==> src/rtl/usb_tx_pkg.sv <==
// Constants shared by the USB full-speed transmitter and receiver:
// PIDs, sync pattern, CRC16 parameters and the transmitter state type.
package usb_tx_pkg;

  localparam logic [7:0] PID_OUT   = 8'hE1;
  localparam logic [7:0] PID_IN    = 8'h69;
  localparam logic [7:0] PID_SOF   = 8'hA5;
  localparam logic [7:0] PID_SETUP = 8'h2D;
  localparam logic [7:0] PID_DATA0 = 8'hC3;
  localparam logic [7:0] PID_DATA1 = 8'h4B;
  localparam logic [7:0] PID_ACK   = 8'hD2;
  localparam logic [7:0] PID_NAK   = 8'h5A;
  localparam logic [7:0] PID_STALL = 8'h1E;

  localparam logic [7:0] SYNC_BYTE = 8'h80;

  // Polynomial and residual are in conventional (MSB-first) notation.
  localparam logic [15:0] CRC16_POLY     = 16'h8005;
  localparam logic [15:0] CRC16_INIT     = 16'hFFFF;
  localparam logic [15:0] CRC16_RESIDUAL = 16'h800D;

  typedef enum logic [2:0] {
    ST_IDLE,
    ST_SYNC,
    ST_DATA,
    ST_CRC,
    ST_EOP_SE0,
    ST_EOP_J
  } tx_state_e;

  function automatic logic [15:0] reflect16(input logic [15:0] v);
    logic [15:0] r;
    for (int i = 0; i < 16; i++) r[i] = v[15 - i];
    return r;
  endfunction

endpackage

==> src/rtl/usb_tx_crc16.sv <==
// Serial USB CRC16, one data bit per enable; the register runs in reflected
// form so the complemented result can be shifted out LSB first.
module usb_crc16
  import usb_tx_pkg::*;
(
  input  logic        clock48,
  input  logic        reset_n,
  input  logic        clear_i,
  input  logic        enable_i,
  input  logic        bit_i,
  output logic [15:0] crc_o
);

  localparam logic [15:0] POLY_REFL = reflect16(CRC16_POLY);

  logic [15:0] crc_q, crc_d;
  logic        fb;

  always_comb begin
    crc_d = crc_q;
    fb    = crc_q[0] ^ bit_i;
    if (clear_i) begin
      crc_d = CRC16_INIT;
    end else if (enable_i) begin
      crc_d = {1'b0, crc_q[15:1]} ^ (fb ? POLY_REFL : 16'h0000);
    end
  end

  always_ff @(posedge clock48 or negedge reset_n) begin
    if (!reset_n) crc_q <= '0;
    else          crc_q <= crc_d;
  end

  assign crc_o = crc_q;

endmodule

==> src/rtl/usb_tx.sv <==
// USB full-speed packet transmitter: sync, NRZI with bit stuffing, optional
// CRC16 trailer and EOP, fed one byte at a time through a valid/ready pulse.
module usb_tx
  import usb_tx_pkg::*;
#(
  parameter int CLOCKS_PER_BIT = 4
) (
  input  logic       clock48,
  input  logic       reset_n,
  input  logic [7:0] in_data,
  input  logic       in_valid,
  input  logic       in_last,
  input  logic       in_crc16,
  output logic       in_ready,
  output logic       usb_dp,
  output logic       usb_dn,
  output logic       usb_oe,
  output logic       busy,
  output logic       underrun
);

  localparam int CNT_W = (CLOCKS_PER_BIT > 1) ? $clog2(CLOCKS_PER_BIT) : 1;
  localparam logic [CNT_W-1:0] CNT_LAST = CNT_W'(CLOCKS_PER_BIT - 1);

  tx_state_e        state_q, state_d;
  logic [CNT_W-1:0] cnt_q, cnt_d;
  logic [3:0]       idx_q, idx_d, idx_nxt;
  logic [7:0]       byte_q, byte_d;
  logic             last_q, last_d;
  logic             crc_en_q, crc_en_d;
  logic             pid_q, pid_d;
  logic             level_q, level_d;
  logic [2:0]       ones_q, ones_d;
  logic             strobe, send, send_bit, crc_clr, crc_step;
  logic             ready_c, underrun_c;
  logic [15:0]      crc;

  usb_crc16 u_crc16 (
    .clock48  (clock48),
    .reset_n  (reset_n),
    .clear_i  (crc_clr),
    .enable_i (crc_step),
    .bit_i    (send_bit),
    .crc_o    (crc)
  );

  // level_q is the NRZI line level of the bit on the wire (1 = J); every
  // strobe decides the next bit: sync, data, stuff, CRC or an EOP symbol.
  always_comb begin
    state_d    = state_q;
    cnt_d      = cnt_q;
    idx_d      = idx_q;
    byte_d     = byte_q;
    last_d     = last_q;
    crc_en_d   = crc_en_q;
    pid_d      = pid_q;
    level_d    = level_q;
    ones_d     = ones_q;
    send       = 1'b0;
    send_bit   = 1'b0;
    crc_clr    = 1'b0;
    ready_c    = 1'b0;
    underrun_c = 1'b0;
    idx_nxt    = idx_q + 4'd1;
    strobe     = (state_q != ST_IDLE) && (cnt_q == CNT_LAST);

    if (state_q == ST_IDLE) begin
      cnt_d   = '0;
      level_d = 1'b1;
      ones_d  = '0;
      if (in_valid) begin
        ready_c  = 1'b1;
        byte_d   = in_data;
        last_d   = in_last;
        crc_en_d = in_crc16;
        pid_d    = 1'b1;
        crc_clr  = 1'b1;
        state_d  = ST_SYNC;
        idx_d    = '0;
        send     = 1'b1;
        send_bit = SYNC_BYTE[0];
      end
    end else begin
      cnt_d = strobe ? '0 : cnt_q + CNT_W'(1);
      if (strobe) begin
        case (state_q)
          ST_SYNC: begin
            send = 1'b1;
            if (idx_q != 4'd7) begin
              idx_d    = idx_nxt;
              send_bit = SYNC_BYTE[idx_nxt[2:0]];
            end else begin
              state_d  = ST_DATA;
              idx_d    = '0;
              send_bit = byte_q[0];
            end
          end
          ST_DATA, ST_CRC: begin
            if (ones_q == 3'd6) begin
              level_d = ~level_q;
              ones_d  = '0;
            end else if (state_q == ST_CRC) begin
              if (idx_q != 4'd15) begin
                idx_d    = idx_nxt;
                send     = 1'b1;
                send_bit = ~crc[idx_nxt];
              end else begin
                state_d = ST_EOP_SE0;
                idx_d   = '0;
              end
            end else if (idx_q != 4'd7) begin
              idx_d    = idx_nxt;
              send     = 1'b1;
              send_bit = byte_q[idx_nxt[2:0]];
            end else if (last_q) begin
              idx_d = '0;
              if (crc_en_q) begin
                state_d  = ST_CRC;
                send     = 1'b1;
                send_bit = ~crc[0];
              end else begin
                state_d = ST_EOP_SE0;
              end
            end else if (in_valid) begin
              ready_c  = 1'b1;
              byte_d   = in_data;
              last_d   = in_last;
              pid_d    = 1'b0;
              idx_d    = '0;
              send     = 1'b1;
              send_bit = in_data[0];
            end else begin
              underrun_c = 1'b1;
              state_d    = ST_EOP_SE0;
              idx_d      = '0;
            end
          end
          ST_EOP_SE0: begin
            if (idx_q == 4'd0) begin
              idx_d = 4'd1;
            end else begin
              state_d = ST_EOP_J;
              level_d = 1'b1;
            end
          end
          default: state_d = ST_IDLE;
        endcase
      end
    end

    if (send) begin
      level_d = send_bit ? level_q : ~level_q;
      ones_d  = send_bit ? ones_q + 3'd1 : 3'd0;
    end
  end

  // The PID byte is excluded from the CRC.
  assign crc_step = send && (state_d == ST_DATA) && !pid_d;

  always_ff @(posedge clock48 or negedge reset_n) begin
    if (!reset_n) begin
      state_q  <= ST_IDLE;
      cnt_q    <= '0;
      idx_q    <= '0;
      byte_q   <= '0;
      last_q   <= 1'b0;
      crc_en_q <= 1'b0;
      pid_q    <= 1'b0;
      level_q  <= 1'b1;
      ones_q   <= '0;
    end else begin
      state_q  <= state_d;
      cnt_q    <= cnt_d;
      idx_q    <= idx_d;
      byte_q   <= byte_d;
      last_q   <= last_d;
      crc_en_q <= crc_en_d;
      pid_q    <= pid_d;
      level_q  <= level_d;
      ones_q   <= ones_d;
    end
  end

  assign busy     = (state_q != ST_IDLE);
  assign usb_oe   = busy;
  assign usb_dp   = level_q & (state_q != ST_EOP_SE0);
  assign usb_dn   = ~level_q & (state_q != ST_EOP_SE0);
  assign in_ready = ready_c & reset_n;
  assign underrun = underrun_c & reset_n;

endmodule

==> config.mk <==
export PLATFORM = sky130hd
export DESIGN_NAME = usb_tx
export DESIGN_NICKNAME = d
export VERILOG_FILES = /design/src/rtl/usb_tx_pkg.sv /design/src/rtl/usb_tx_crc16.sv /design/src/rtl/usb_tx.sv
export SDC_FILE = /design/constraint.sdc
export NUM_CORES = 1
export LEC_CHECK = 0
export CAP_MARGIN = 20
export CELL_PAD_IN_SITES_DETAIL_PLACEMENT = 1
export CELL_PAD_IN_SITES_GLOBAL_PLACEMENT = 2
export CORE_MARGIN = 2
export CORE_UTILIZATION = 40
export DETAILED_ROUTE_END_ITERATION = 8
export PLACE_DENSITY_LB_ADDON = 0.1
export REMOVE_ABC_BUFFERS = 1
export SYNTH_ARGS = -nofsm -noshare
export SYNTH_HDL_FRONTEND = slang
export SYNTH_SLANG_ARGS = --single-unit
==> constraint.sdc <==
create_clock -name clock48 -period 6.4 [get_ports clock48]
set_input_delay 0.64 -clock clock48 [delete_from_list [all_inputs] [get_ports clock48]]
set_output_delay 0.64 -clock clock48 [all_outputs]
set_load 0.005 [all_outputs]
Word-level counts from Yosys, hierarchy flattened

Memories as Yosys holds them, arrays and structs flattened.
Index checks and enable logic that the tools add are counted.

Memories: 1
Bits in registers: 40
ROM bits: 8
Output and inout port bits: 6
RAM bits: 0
Word-level logic and storage cells: 175
Bits in latches: 0
Input port bits: 13

Shift operators: 0
Order comparisons: 2
Divide/modulo/power cells: 0
Muxes and demuxes: 108
Equality and inequality tests: 20
Multipliers: 0
Bitwise logic cells: 9
Reduce and logical (&&, ||, !) cells: 22
$add $sub $neg: 3

Memory list:

| name            | depth | width | read ports | clocked after memory_dff | write ports | line         | text |
|---|---|---|---|---|---|---|---|
| (no name shown) | 8     | 1     | 1          | 0                        | 0           | usb_tx.sv:91 | `send_bit = SYNC_BYTE[idx_nxt[2:0]];` |

Operators by type and width:

| kind                | number |
|---|---|
| $mux 8              | 8 |
| $mux 1              | 62 |
| $mux 3              | 18 |
| $mux 16             | 3 |
| $mux 4              | 8 |
| $xor 15x16->16      | 1 |
| $ne 4x4->1 const B  | 3 |
| $pmux 4 s3          | 1 |
| $reduce_and 6->1    | 2 |
| $reduce_bool 3->1   | 4 |
| $ne 2x2->1 const B  | 5 |
| $reduce_and 5->1    | 2 |
| $eq 3x2->1 const B  | 3 |
| $ne 3x3->1 const B  | 3 |
| $pmux 3 s3          | 1 |
| $reduce_bool 4->1   | 2 |
| $eq 3x3->1 const B  | 2 |
| $pmux 1 s2          | 3 |
| $reduce_bool 2->1   | 3 |
| $lt 4x5->1 const B  | 1 |
| $add 4x1->4 const B | 1 |
| $and 1x1->1         | 4 |
| $bmux 1 s4          | 1 |
| $logic_not 4->1     | 1 |
| 17 further kinds    | 22 |

Longest topological paths before layout

Gate-level depths: netlist (run 1).

Depth in word-level cells: 15
Gate-level depth with buffers: 11
Gate-level depth less buffers: 9

Hierarchy

Synthesis (run 1) repeated with hierarchy kept, for this count alone.

Cells, all modules: 242
Area, all modules: 2,508.7 um2

By module, submodules not included:

| module    | times used | area each (um2) | cells an instance | sequential area each (um2) |
|---|---|---|---|---|
| usb_tx    | 1          | 1,825.5         | 185               | 601.8 |
| usb_crc16 | 1          | 683.2           | 57                | 400.4 |

Worst setup path before layout (run 1)

OpenSTA, ideal clock, no wires.

Path type: register to output
Start: register idx_q[1]
End: output port in_ready
Stages on the path, launching flop included: 7
Data required time: 5.760 ns
Path buffers: 1
Data arrival time: 1.925 ns
Slack: 3.835 ns
Cells stage by stage: dfrtp_1 ha_1 buf_2 nand3_1 or4_1 a21oi_2 and2_1

Word-level cells in the longest chain between the ends: 8

RTL lines:

| what                   | line          | text |
|---|---|---|
| start, declared        | usb_tx.sv:27  | `logic [3:0] idx_q, idx_d, idx_nxt;` |
| start signal, assigned | usb_tx.sv:174 | `idx_q <= idx_d;` |
| $ne 4x3->1             | usb_tx.sv:111 | `end else if (idx_q != 4'd7) begin` |
| $mux 1                 | usb_tx.sv:111 |  |
| $mux 1                 | usb_tx.sv:102 | `end else if (state_q == ST_CRC) begin` |
| $mux 1                 | usb_tx.sv:99  | `if (ones_q == 3'd6) begin` |
| $mux 1                 | usb_tx.sv:86  | `case (state_q)` |
| $mux 1                 | usb_tx.sv:85  | `if (strobe) begin` |
| $mux 1                 | usb_tx.sv:67  | `if (state_q == ST_IDLE) begin` |
| $and 1x1->1            | usb_tx.sv:188 | `assign in_ready = ready_c & reset_n;` |
| end, declared          | usb_tx.sv:14  | `output logic in_ready,` |

No other way between the ends.

Final worst setup path (run 1)

Start: register idx_q[0]
End: output port in_ready

Same word-level chain as after synthesis.

==> reports/metrics.sh, run 1 <==
RUN_STATUS='finished, final reports clean'
CRIT_CHAIN='ha_1, nand3_1, or4_1, a21oi_2, and2_1, clkdlybuf4s50_1'
DRT-TOTAL-WL_MICRONS=5821
POSTSYNTHCELLCOUNT=250
SEQ_CELLS_POST_SYNTH=40
MAXCLOCKFREQUENCY_MHz=250.3
RSZ0062_AT_GRT='false'
INITIALDRTVIOLATIONCOUNT=95
SYNTH.CELL_AREA_SQ_UM=2404
SWITCHING_SHARE=0.3944
MIN_PERIOD_OVER_PERIOD=0.6242
CTSROOTBUFFERMASTER='sky130_fd_sc_hd__clkbuf_8'
MAX_CAP_VIOLATIONS=0
FINALWEIGHTEDCONGESTION=0.8131
GR-TOTAL-OVERFLOW=0
FINALCRITICALPERIOD_NS=3.995
CLOCKBUFFERDEPTH=2
FIRST_GLOBAL_VIAS=1839
WORST_CLOCK_SKEW_NS=0.005082
SHARE_SEQ_OF_TOTAL_POWER=0.423
GRT_FIRST_PASS_WIRELENGTH_MICRONS=9749
DIE_WIDTH_MICRONS=81.52
WORST_EP_ARRIVAL_TIME_NS=3.35
ANTENNA_CELLS_INSERTED=0
CTS.CLK_SLEW.WORST_PATHS_NS=0.08
NUM_VIAS=1891
YOSYSSEQAREASHARE=0.4170
POWER_LEAKAGE_uW=0.001035
DIEHEIGHT_MICRONS=81.52
IO-PIN-COUNT=19
ASYNC_FLOP_SHARE=1.000
MAXIMUM_NUMBER_OF_PINS_ON_ONE_NET_BEFORE_GLOBAL_ROUTE_REPAIR=43
TRACK_USAGE=0.1943
START_KIND='flop'
FINAL_NUMBER_OF_SETUP_VIOLATING_ENDPOINTS=0
INSERTION_DELAY_NS=0.29
COMBINATIONALPOWERSHARE=0.420
P_INT_uW=657.9
CORE.ROWCOUNT=28
DPL_CELL_AREA_SQ_UM=2614
YOSYSWARNINGCOUNT=0
CTS_SETUP_BUFFERS=0
WORSTPATHREQUIRED_NS=5.76
WL_PER_CELL_MICRONS=17.22
VDD_IR_DROP_MAX_mV=0.1762
HTREE_LEVELS=2
AVGVIACOUNTPERCELL=5.595
NUMPORTBUFFERS=18
DIE-AREA_SQ_UM=6645
DETAILED_PLACE_HPWL_MICRONS=4112
CRIT_PATH_MAX_INCR_DELAY_NS=0.64
ANTENNA_VIOLATING_NETS_POST_ROUTE=0
CORE_SQ_UM=5851
WORSTPATHMAXFANOUT=11
DR.PASS1.ITERS=4
REG2REG_SLACK_NS=3.33
ANTENNA_VIOLATIONS_BEFORE_REPAIR=0
CTS_BUFS_INSERTED=5
POSTLAYOUTCOREUTIL=0.4613
CELL_AREA_AFTER_LAYOUT_SQ_UM=2699
TIGHTESTPINTRANSITION_NS=0.8039
CTS.HOLD.BUFFERS_ADDED=0
SYNTHTOLAYOUTAREAGROWTH_PCT=12.29
POWER_FRAC_CLOCK=0.157
YS_TYPES=54
SYNTH-MAIN-FF-CELL='sky130_fd_sc_hd__dfrtp_1'
DR_DRC_COUNT=0
INITIAL_UTILIZATION=0.4108
MAXSLEWVIOLCOUNT=0
CRITPATHCAPTURETYPE='primary output'
MEAN_INSTANCE_SIZE_IN_THE_SYNTHESIZED_NETLIST_SQ_UM=9.614
CLOCK-SINKS=40
PSW_uW=428.4
SLEW_HEADROOM=0.4502
CTS-RESIZED-GATES=0
HOLD_VIOL_FINAL=0
POWER.DENSITY_CELL_AREA_nW_PER_UM2=402.5
CP_MAX_STAGE_CELL='sky130_fd_sc_hd__dfrtp_1'
NUM-NETS-FINAL=281
TRITONCTS='done'
PATH_CLASS='reg -> out'
FRACTION_OF_LAYOUT_CELLS_WITH_A_SIZE_SUFFIX_ABOVE_1=0.09886
TOTALNEGATIVESETUPSLACK_NS=0
SYNTH_ENABLE_FLOP_CELLS=0
HOLDCRITPATHCLASS='in -> async'
[synthesized netlist by cell type, drive strengths merged (2+ instances only)]
master	count	area, sq um
a2111oi	2	18.77
a211oi	2	15.01
a21boi	2	15.01
a21oi	17	88.84
a41oi	2	17.52
and2	2	12.51
and3b	3	26.28
buf	7	43.79
clkbuf	8	30.03
dfrtp	39	975.9
ha	6	75.07
inv	8	30.03
mux2	10	112.6
mux2i	3	30.03
mux4	7	180.2
nand2	26	97.59
nand2b	3	18.77
nand3	5	25.02
nand4	2	12.51
nor2	41	163.9
nor2b	2	12.51
nor3	5	25.02
o211ai	2	15.01
o21a	2	15.01
o21ai	15	75.07
o22ai	3	18.77
o31ai	3	22.52
xnor2	3	26.28
xor2	3	26.28
[registers in the layout, summed over array words and instances (netlist names)]
register       flops
state_q            3
level_q            1
pid_q              1
byte_q             8
idx_q              4
ones_q             3
last_q             1
u_crc16.crc_o     16
crc_en_q           1
cnt_q              2
[final timing paths]
path,depth (start not counted),end,start
setup reg to reg,9,u_crc16.crc_o[13],idx_q[0]
setup / recovery,6,in_ready,idx_q[0]
hold reg to reg,1,cnt_q[0],cnt_q[0]
hold / removal,2,byte_q[1],reset_n
max in group asynchronous,2,level_q,reset_n
min in group clock48,1,cnt_q[0],cnt_q[0]
[cell families after synthesis]
group	after synthesis	synth area share
simple gates	98	0.1937
buf+inv	23	0.04321
fa+ha+maj	6	0.03123
compound gates	57	0.1588
xor+xnor	6	0.02187
mux	20	0.1343
flops	40	0.4170
[through the flow]
step,hold WS (ns),worst slack (ns),total power (uW),cells
floorplan,0.3444,3.395,767.7,235
global placement,0.4250,2.815,908.0,330
detailed placement,0.4466,2.737,920.7,330
finish,0.4080,2.405,1086,338
global route,0.4467,2.172,1174,338
CTS,0.4242,2.397,1096,338
[critical path, delay by kind of cell (launching register included)]
family | cells | cell delay, ns
AO/OA/AOI/OAI | 1 | 0.47
flip-flops | 1 | 0.64
adder cells (fa/ha/maj) | 1 | 0.47
AND/OR/NAND/NOR | 3 | 0.98
buffers and inverters | 1 | 0.49
[final cells by class]
class | instances | area, sq um
clock buffers | 7 | 76.32
clock inverters | 1 | 8.758
flip-flops and latches | 40 | 1002
well taps | 75 | 93.84
fillers | 673 | 3152
repair buffers | 20 | 190.2
multi-input cells | 187 | 1297
inverters | 8 | 30.03
[routing by layer]
| metal | vias up | wire [microns] | GRT usage |
|---|---|---|---|
| li1 | 920 | - | - |
| met1 | 958 | 2812 | 0.2789 |
| met2 | 8 | 2877 | 0.3016 |
| met3 | 5 | 84 | 0.03297 |
| met4 | 0 | 46 | 0.05593 |
| met5 | - | 0 | 0 |
[power by group through the flow]
stage,registers (uW),clock network (uW),logic [uW]
global route,476,184,514
CTS,459,176,462
detailed placement,464,0,457
global placement,460,0,448
floorplan,426,0,342
finish,459,170,457
[placed cells by master (no fill, tap or decap), types with 2 or more instances in the layout]
| cell | instances |
|---|---|
| sky130_fd_sc_hd__o21ai_0 | 15 |
| sky130_fd_sc_hd__a21boi_0 | 2 |
| sky130_fd_sc_hd__o31ai_1 | 3 |
| sky130_fd_sc_hd__buf_4 | 2 |
| sky130_fd_sc_hd__nand3_1 | 5 |
| sky130_fd_sc_hd__nand4_1 | 2 |
| sky130_fd_sc_hd__ha_1 | 6 |
| sky130_fd_sc_hd__xnor2_1 | 3 |
| sky130_fd_sc_hd__a21oi_1 | 16 |
| sky130_fd_sc_hd__nor2_1 | 39 |
| sky130_fd_sc_hd__o211ai_1 | 2 |
| sky130_fd_sc_hd__clkdlybuf4s50_1 | 17 |
| sky130_fd_sc_hd__mux2_2 | 10 |
| sky130_fd_sc_hd__and2_1 | 2 |
| sky130_fd_sc_hd__o21a_1 | 2 |
| sky130_fd_sc_hd__and3b_1 | 3 |
| sky130_fd_sc_hd__inv_1 | 7 |
| sky130_fd_sc_hd__mux2i_1 | 3 |
| sky130_fd_sc_hd__nor3_1 | 5 |
| sky130_fd_sc_hd__clkbuf_1 | 2 |
| sky130_fd_sc_hd__nand2b_1 | 3 |
| sky130_fd_sc_hd__a211oi_1 | 2 |
| sky130_fd_sc_hd__dfrtp_1 | 39 |
| sky130_fd_sc_hd__a41oi_1 | 2 |
| sky130_fd_sc_hd__nand2_1 | 26 |
| sky130_fd_sc_hd__clkbuf_8 | 5 |
| sky130_fd_sc_hd__mux4_1 | 6 |
| sky130_fd_sc_hd__o22ai_1 | 3 |
| sky130_fd_sc_hd__xor2_1 | 3 |
| sky130_fd_sc_hd__nor2b_1 | 2 |
No activity file was read; power rests on OpenSTA's default activity.
==> run 2: changes to the inputs <==
CORE_UTILIZATION = 33   (was 40)
clock period = 3.3 ns   (was 6.4 ns; I/O delays follow)
==> run 2 against run 1 <==
Clock power grew to 2.7 times the previous value. Largest power group is now combinational cells. Sequential power is 88% higher. Total power is 110% higher. Register-to-register slack worse by 2.8 ns. Final cell count is 9.8% higher. Global-route usage is 1.5 points lower. Sequential share of layout area is 1.8 points lower. Routed wire length is 10% higher. Via count is 2.2% higher. Core utilization is 6.4 points lower. Cell area is 5.1% higher. Clock skew hardly changed.
==> reports/metrics.sh, run 2 (same netlist as run 1, synthesis figures left out) <==
LAYOUT_COMMON_CELLS='sky130_fd_sc_hd__nor2_1 (39), sky130_fd_sc_hd__dfrtp_1 (39), sky130_fd_sc_hd__nand2_1 (26)'  # unchanged
CRITPATHCAPTURETYPE='primary output'  # unchanged
CRIT_CHAIN='inv_1, ha_1, nand2_1, nand3_1, or4_1, a21oi_2, and2_1, clkdlybuf4s50_1'  # was ha_1, nand3_1, or4_1, a21oi_2, and2_1, clkdlybuf4s50_1
NUM_VIAS=1933  # was 1891
HOLD_VIOL_FINAL=0  # unchanged
WORSTPATHBUFFERINVERTERCOUNT=2  # was 1
NUM-NETS-FINAL=290  # was 281
CLOCKBUFFERDEPTH=2  # unchanged
LARGEST_REGISTER_FFS=16  # unchanged
WORST_CLOCK_SKEW_NS=0.005531  # was 0.005082 ns
TIGHTESTPINTRANSITION_NS=0.6241  # was 0.8039 ns
GR-TOTAL-OVERFLOW=0  # unchanged
HTREE_LEVELS=2  # unchanged
DR_DRC_COUNT=0  # unchanged
POSTLAYOUTCOREUTIL=0.3976  # was 0.4613
TIMING.CRITICAL_PATH.DEPTH=8  # was 6
MAXIMUM_NUMBER_OF_PINS_ON_ONE_NET_BEFORE_GLOBAL_ROUTE_REPAIR=31  # was 43
MAX_CAP_VIOLATIONS=0  # unchanged
INITIAL_UTILIZATION=0.3368  # was 0.4108
CTS-RESIZED-GATES=0  # unchanged
LAYOUT_SETUP_WS_NS=0.2095  # was 2.405 ns
WORSTPATHREQUIRED_NS=2.97  # was 5.76 ns
FINALWEIGHTEDCONGESTION=0.8647  # was 0.8131
WORSTPATHMAXFANOUT=6  # was 11
REG2REGPATHDEPTH=8  # was 9
PATH_CLASS='reg -> out'  # unchanged
NUMPORTBUFFERS=18  # unchanged
SYNTHTOLAYOUTAREAGROWTH_PCT=18.06  # was 12.29%
TRITONCTS='done'  # unchanged
DPL_CELL_AREA_SQ_UM=2711  # was 2614 sq um
DIE_WIDTH_MICRONS=89.35  # was 81.52 microns
FIRST_GLOBAL_VIAS=2039  # was 1839
ANTENNA_VIOLATIONS_BEFORE_REPAIR=0  # unchanged
INITIALDRTVIOLATIONCOUNT=106  # was 95
RSZ0062_AT_GRT='false'  # unchanged
TOP_FAMILY_BY_DELAY_ON_CRITICAL_PATH='simple AND/OR/NAND/NOR gates'  # unchanged
FRACTION_OF_LAYOUT_CELLS_WITH_A_SIZE_SUFFIX_ABOVE_1=0.1360  # was 0.09886
ANTENNA_VIOLATING_NETS_POST_ROUTE=0  # unchanged
ANTENNA_CELLS_INSERTED=0  # unchanged
MIN_PERIOD_OVER_PERIOD=0.9365
FINAL.FILL_COUNT=819  # was 673
CLOCK-SINKS=40  # unchanged
R2R-START='idx_q[0]'  # unchanged
INSERTION_DELAY_NS=0.30  # was 0.29 ns
POWER_LEAKAGE_uW=0.001103  # was 0.001035 uW
HOLDCRITPATHCLASS='in -> async'  # unchanged
CORE.ROWCOUNT=31  # was 28
DR.PASS1.ITERS=5  # was 4
REGTOREGENDPOINT='u_crc16.crc_o[13]'  # unchanged
CORE_SQ_UM=7137  # was 5851 sq um
AVGVIACOUNTPERCELL=5.210  # was 5.595
SLEW_HEADROOM=0.5732  # was 0.4502
FINALCRITICALPERIOD_NS=3.091
DETAILEDPLACE.WORSTSLACK_NS=0.5195  # was 2.737 ns
WORST_EP_ARRIVAL_TIME_NS=2.76  # was 3.35 ns
MAXCLOCKFREQUENCY_MHz=323.6
IO-PIN-COUNT=19  # unchanged
GRT_FIRST_PASS_WIRELENGTH_MICRONS=10870  # was 9749 microns
CP_MAX_STAGE_CELL='sky130_fd_sc_hd__clkdlybuf4s50_1'  # was sky130_fd_sc_hd__dfrtp_1
START_KIND='flop'  # unchanged
REG2REG_SLACK_NS=0.54  # was 3.33 ns
MULTIINPUTGATEAREA_SQ_UM=1297  # unchanged
POWER.DENSITY_CELL_AREA_nW_PER_UM2=796.3  # was 402.5 nW/um^2
TRACK_USAGE=0.1797  # was 0.1943
DETAILED_PLACE_HPWL_MICRONS=4566  # was 4112 microns
RUN_STATUS='finished, final reports clean'  # unchanged
WL_PER_CELL_MICRONS=17.27  # was 17.22 microns
HOLD_SLACK_NS=0.04595  # was 0.4080 ns
MAXSLEWVIOLCOUNT=0  # unchanged
CTS.HOLD.BUFFERS_ADDED=0  # unchanged
CTS_SETUP_BUFFERS=0  # unchanged
SEQ_AREA_SQ_UM=1002  # unchanged
VDD_IR_DROP_MAX_mV=0.2493  # was 0.1762 mV
FINAL_NUMBER_OF_SETUP_VIOLATING_ENDPOINTS=0  # unchanged
TOTALNEGATIVESETUPSLACK_NS=0  # unchanged
CTS.CLK_SLEW.WORST_PATHS_NS=0.08  # about the same
DRT-TOTAL-WL_MICRONS=6408  # was 5821 microns
CRIT_PATH_MAX_INCR_DELAY_NS=0.50  # was 0.64 ns
CELL_AREA_AFTER_LAYOUT_SQ_UM=2838  # was 2699 sq um
DIEHEIGHT_MICRONS=89.35  # was 81.52 microns
CTSROOTBUFFERMASTER='sky130_fd_sc_hd__clkbuf_8'  # unchanged
DIE-AREA_SQ_UM=7983  # was 6645 sq um
CTS_BUFS_INSERTED=5  # unchanged
[run 2: power by group]
part | switching, uW | internal (uW)
Sequential | 182 | 681
Clock | 186 | 267
Combinational | 475 | 468
Total | 844 | 1420
[run 2: worst max-delay path by stage]
stage / start / end
final: ones_q[0] / in_ready
after global routing: ones_q[0] / underrun
after CTS: ones_q[0] / in_ready
after detailed placement: in_valid / u_crc16.crc_o[0]
after global placement: ones_q[0] / in_ready
after floorplan: idx_q[0] / u_crc16.crc_o[0]
[run 2: cell type report]
| class | count | share of cell area |
|---|---|---|
| Multi-Input combinational cell | 187 | 0.4572 |
| Timing Repair Buffer | 29 | 0.09083 |
| Clock inverter | 1 | 0.01058 |
| Clock buffer | 7 | 0.03395 |
| Sequential cell | 40 | 0.3532 |
| Tap cell | 99 | 0.04365 |
| Inverter | 8 | 0.01058 |
[run 2: worst register-to-register path, stage by stage (launching register included)]
cell and delay [ns]:
sky130_fd_sc_hd__dfrtp_1 0.43, sky130_fd_sc_hd__inv_1 0.10, sky130_fd_sc_hd__ha_1 0.47, sky130_fd_sc_hd__mux4_1 0.37
sky130_fd_sc_hd__mux4_2 0.52, sky130_fd_sc_hd__o2bb2ai_4 0.20, sky130_fd_sc_hd__xor2_1 0.25, sky130_fd_sc_hd__xor2_1 0.20
sky130_fd_sc_hd__mux2i_1 0.10
[run 2: metrics by stage]
step                      instances  total power (uW)
final                           371              2260
after global routing            371              2443
after CTS                       371              2284
after detailed placement        363              1820
after global placement          363              1813
after floorplan                 235              1489
[run 2: per-layer routing]
layer	GRT usage	share of wire	vias up
met5	0	0	-
met4	0.04478	0.011	0
met3	0.03139	0.032	7
met2	0.2983	0.49	34
met1	0.2438	0.47	961
li1	-	-	931
==> run 3: changes to the inputs <==
CORE_ASPECT_RATIO = 0.5   (was unset)
==> run 3 against run 2 <==
Non-clock buffer count increased by 4. Die area rose by 0.51%. Register-to-register slack got worse by 0.14 ns. Cell area rose by 1.7%. Routed wire length up 3.9%. First-iteration DRC count down 24%. Core utilization rose by 2.3 points. Sequential share of layout area shrank 0.58 points. Total power grew 2.0%. Global-route usage up 0.17 points. Via count is 2.6% higher. Worst setup slack improved by 0.046 ns. Critical path type unchanged. Highest routed layer unchanged.
==> reports/metrics.sh, run 3 (same netlist as run 1, synthesis figures left out) <==
DETAILED_PLACE_HPWL_MICRONS=4964  # was 4566 microns
GRT_FIRST_PASS_WIRELENGTH_MICRONS=11280  # was 10870 microns
POWER_LEAKAGE_uW=0.001130  # was 0.001103 uW
SWITCHING_SHARE=0.3797  # was 0.3733
P_INT_uW=1430  # was 1416 uW
HOLDCRITPATHCLASS='reg -> reg'  # was in -> async
LAYOUT_SETUP_WS_NS=0.2559  # was 0.2095 ns
SYNTHTOLAYOUTAREAGROWTH_PCT=20.04  # was 18.06%
POSTLAYOUTCOREUTIL=0.4207  # was 0.3976
FRACTION_OF_LAYOUT_CELLS_WITH_A_SIZE_SUFFIX_ABOVE_1=0.1418  # was 0.1360
CTS.CLK_SLEW.WORST_PATHS_NS=0.06  # was 0.08 ns
SLEW_HEADROOM=0.5580  # was 0.5732
WORST_CLOCK_SKEW_NS=0.006361  # was 0.005531 ns
FIRST_GLOBAL_VIAS=2108  # was 2039
WORSTPATHREQUIRED_NS=2.97  # about the same
CRIT_CHAIN='ha_1, nand3_1, or4_1, a21oi_2, and2_1, clkdlybuf4s50_1'  # was inv_1, ha_1, nand2_1, nand3_1, or4_1, a21oi_2, and2_1, clkdlybuf4s50_1
CRITPATHCAPTURETYPE='primary output'  # unchanged
DIE_WIDTH_MICRONS=124.7  # was 89.35 microns
COMBINATIONALPOWERSHARE=0.415  # was 0.417
CLOCKBUFFERDEPTH=2  # unchanged
TOTALNEGATIVESETUPSLACK_NS=0  # unchanged
HOLD_VIOL_FINAL=0  # unchanged
START_KIND='flop'  # unchanged
IO-PIN-COUNT=19  # unchanged
TRACK_USAGE=0.1814  # was 0.1797
LAYOUT_COMMON_CELLS='sky130_fd_sc_hd__nor2_1 (39), sky130_fd_sc_hd__dfrtp_1 (39), sky130_fd_sc_hd__nand2_1 (26)'  # unchanged
MAXSLEWVIOLCOUNT=0  # unchanged
AVGVIACOUNTPERCELL=5.403  # was 5.210
MAXCLOCKFREQUENCY_MHz=328.5  # was 323.6 MHz
TIGHTESTPINTRANSITION_NS=0.6463  # was 0.6241 ns
RUN_STATUS='finished, final reports clean'  # unchanged
DRT-TOTAL-WL_MICRONS=6659  # was 6408 microns
LARGEST_REGISTER_FFS=16  # unchanged
NUM-NETS-FINAL=294  # was 290
ANTENNA_VIOLATING_NETS_POST_ROUTE=0  # unchanged
WORSTPATHMAXFANOUT=10  # was 6
MIN_PERIOD_OVER_PERIOD=0.9224  # was 0.9365
CORE_SQ_UM=6858  # was 7137 sq um
FINAL_NUMBER_OF_SETUP_VIOLATING_ENDPOINTS=0  # unchanged
INSERTION_DELAY_NS=0.29  # was 0.30 ns
DR_DRC_COUNT=0  # unchanged
ANTENNA_VIOLATIONS_BEFORE_REPAIR=0  # unchanged
CP_MAX_STAGE_CELL='sky130_fd_sc_hd__dfrtp_1'  # was sky130_fd_sc_hd__clkdlybuf4s50_1
PSW_uW=875.5  # was 843.6 uW
DR.PASS1.ITERS=4  # was 5
INITIAL_UTILIZATION=0.3505  # was 0.3368
DIEHEIGHT_MICRONS=64.35  # was 89.35 microns
SHARE_SEQ_OF_TOTAL_POWER=0.378  # was 0.382
WORST_EP_ARRIVAL_TIME_NS=2.71  # was 2.76 ns
CTS_BUFS_INSERTED=5  # unchanged
CLOCK-SINKS=40  # unchanged
DIE-AREA_SQ_UM=8024  # was 7983 sq um
CRIT_PATH_MAX_INCR_DELAY_NS=0.59  # was 0.50 ns
WL_PER_CELL_MICRONS=18.14  # was 17.27 microns
FINALWEIGHTEDCONGESTION=0.8369  # was 0.8647
DETAILEDPLACE.WORSTSLACK_NS=0.3916  # was 0.5195 ns
DPL_CELL_AREA_SQ_UM=2738  # was 2711 sq um
INITIALDRTVIOLATIONCOUNT=81  # was 106
CORE.ROWCOUNT=21  # was 31
ANTENNA_CELLS_INSERTED=0  # unchanged
PATH_CLASS='reg -> out'  # unchanged
CTS-RESIZED-GATES=0  # unchanged
MAXIMUM_NUMBER_OF_PINS_ON_ONE_NET_BEFORE_GLOBAL_ROUTE_REPAIR=31  # unchanged
POWER.DENSITY_CELL_AREA_nW_PER_UM2=799.2  # was 796.3 nW/um^2
VDD_IR_DROP_MAX_mV=0.2560  # was 0.2493 mV
RSZ0062_AT_GRT='false'  # unchanged
CTSROOTBUFFERMASTER='sky130_fd_sc_hd__clkbuf_16'  # was sky130_fd_sc_hd__clkbuf_8
GR-TOTAL-OVERFLOW=0  # unchanged
CELL_AREA_AFTER_LAYOUT_SQ_UM=2885  # was 2838 sq um
NUM_VIAS=1983  # was 1933
NUMPORTBUFFERS=18  # unchanged
POWER_FRAC_CLOCK=0.207  # was 0.201
FINALCRITICALPERIOD_NS=3.044  # was 3.091 ns
HTREE_LEVELS=2  # unchanged
TRITONCTS='done'  # unchanged
MAX_CAP_VIOLATIONS=0  # unchanged
[run 3: area by class of cell]
type	instances	area (sq um)
Inverter	8	30.03
Fill cell	765	3973
Multi-Input combinational cell	187	1297
Sequential cell	40	1002
Clock inverter	2	12.51
Clock buffer	5	125.1
Tap cell	92	115.1
Timing Repair Buffer	33	302.8
[run 3: metrics by stage]
step,hold WS (ns),std cells,power [uW]
after floorplan,0.03441,235,1489
after global placement,0.2598,359,1802
after detailed placement,0.2647,359,1837
after CTS,0.4467,367,2324
after global routing,0.4911,367,2492
final,0.4435,367,2306
[run 3: path summary, 6_finish.rpt]
| kind | start | to | slack (ns) | cells past startpoint |
|---|---|---|---|---|
| min in group asynchronous | reset_n | byte_q[4] | 0.47 | 2 |
| max in group asynchronous | reset_n | pid_q | 2.12 | 3 |
| hold / removal | cnt_q[0] | cnt_q[0] | 0.44 | 1 |
| setup / recovery | idx_q[0] | in_ready | 0.26 | 6 |
| setup reg to reg | idx_q[0] | u_crc16.crc_o[13] | 0.40 | 9 |
| hold reg to reg | cnt_q[0] | cnt_q[0] | 0.44 | 1 |
[run 3: timing repair]
item,4_1_cts,5_1_grt
hold buffers,1,0
setup buffers,0,0
hold endpoints to repair,12,0
[run 3: critical path: cells and delay by family (launching register included)]
| kind | cells | cell delay (ns) |
|---|---|---|
| DFF | 1 | 0.59 |
| AOI/OAI and AO/OA | 1 | 0.23 |
| buffers and inverters | 1 | 0.49 |
| adders and majority gates | 1 | 0.26 |
| and+or+nand+nor | 3 | 0.86 |
[run 3: metal layers]
metal	vias up	wire length (microns)	global-route usage
met5	-	0	0
met4	0	56	0.04213
met3	6	268	0.04271
met2	36	2857	0.2746
met1	1000	3477	0.2629
li1	941	-	-
[run 3: power by group through the flow]
stage | sequential, uW | combinational, uW | clock (uW)
after floorplan | 826 | 663 | 0
after global placement | 880 | 922 | 0
after detailed placement | 885 | 952 | 0
after CTS | 877 | 958 | 490
after global routing | 908 | 1070 | 513
final | 872 | 957 | 477
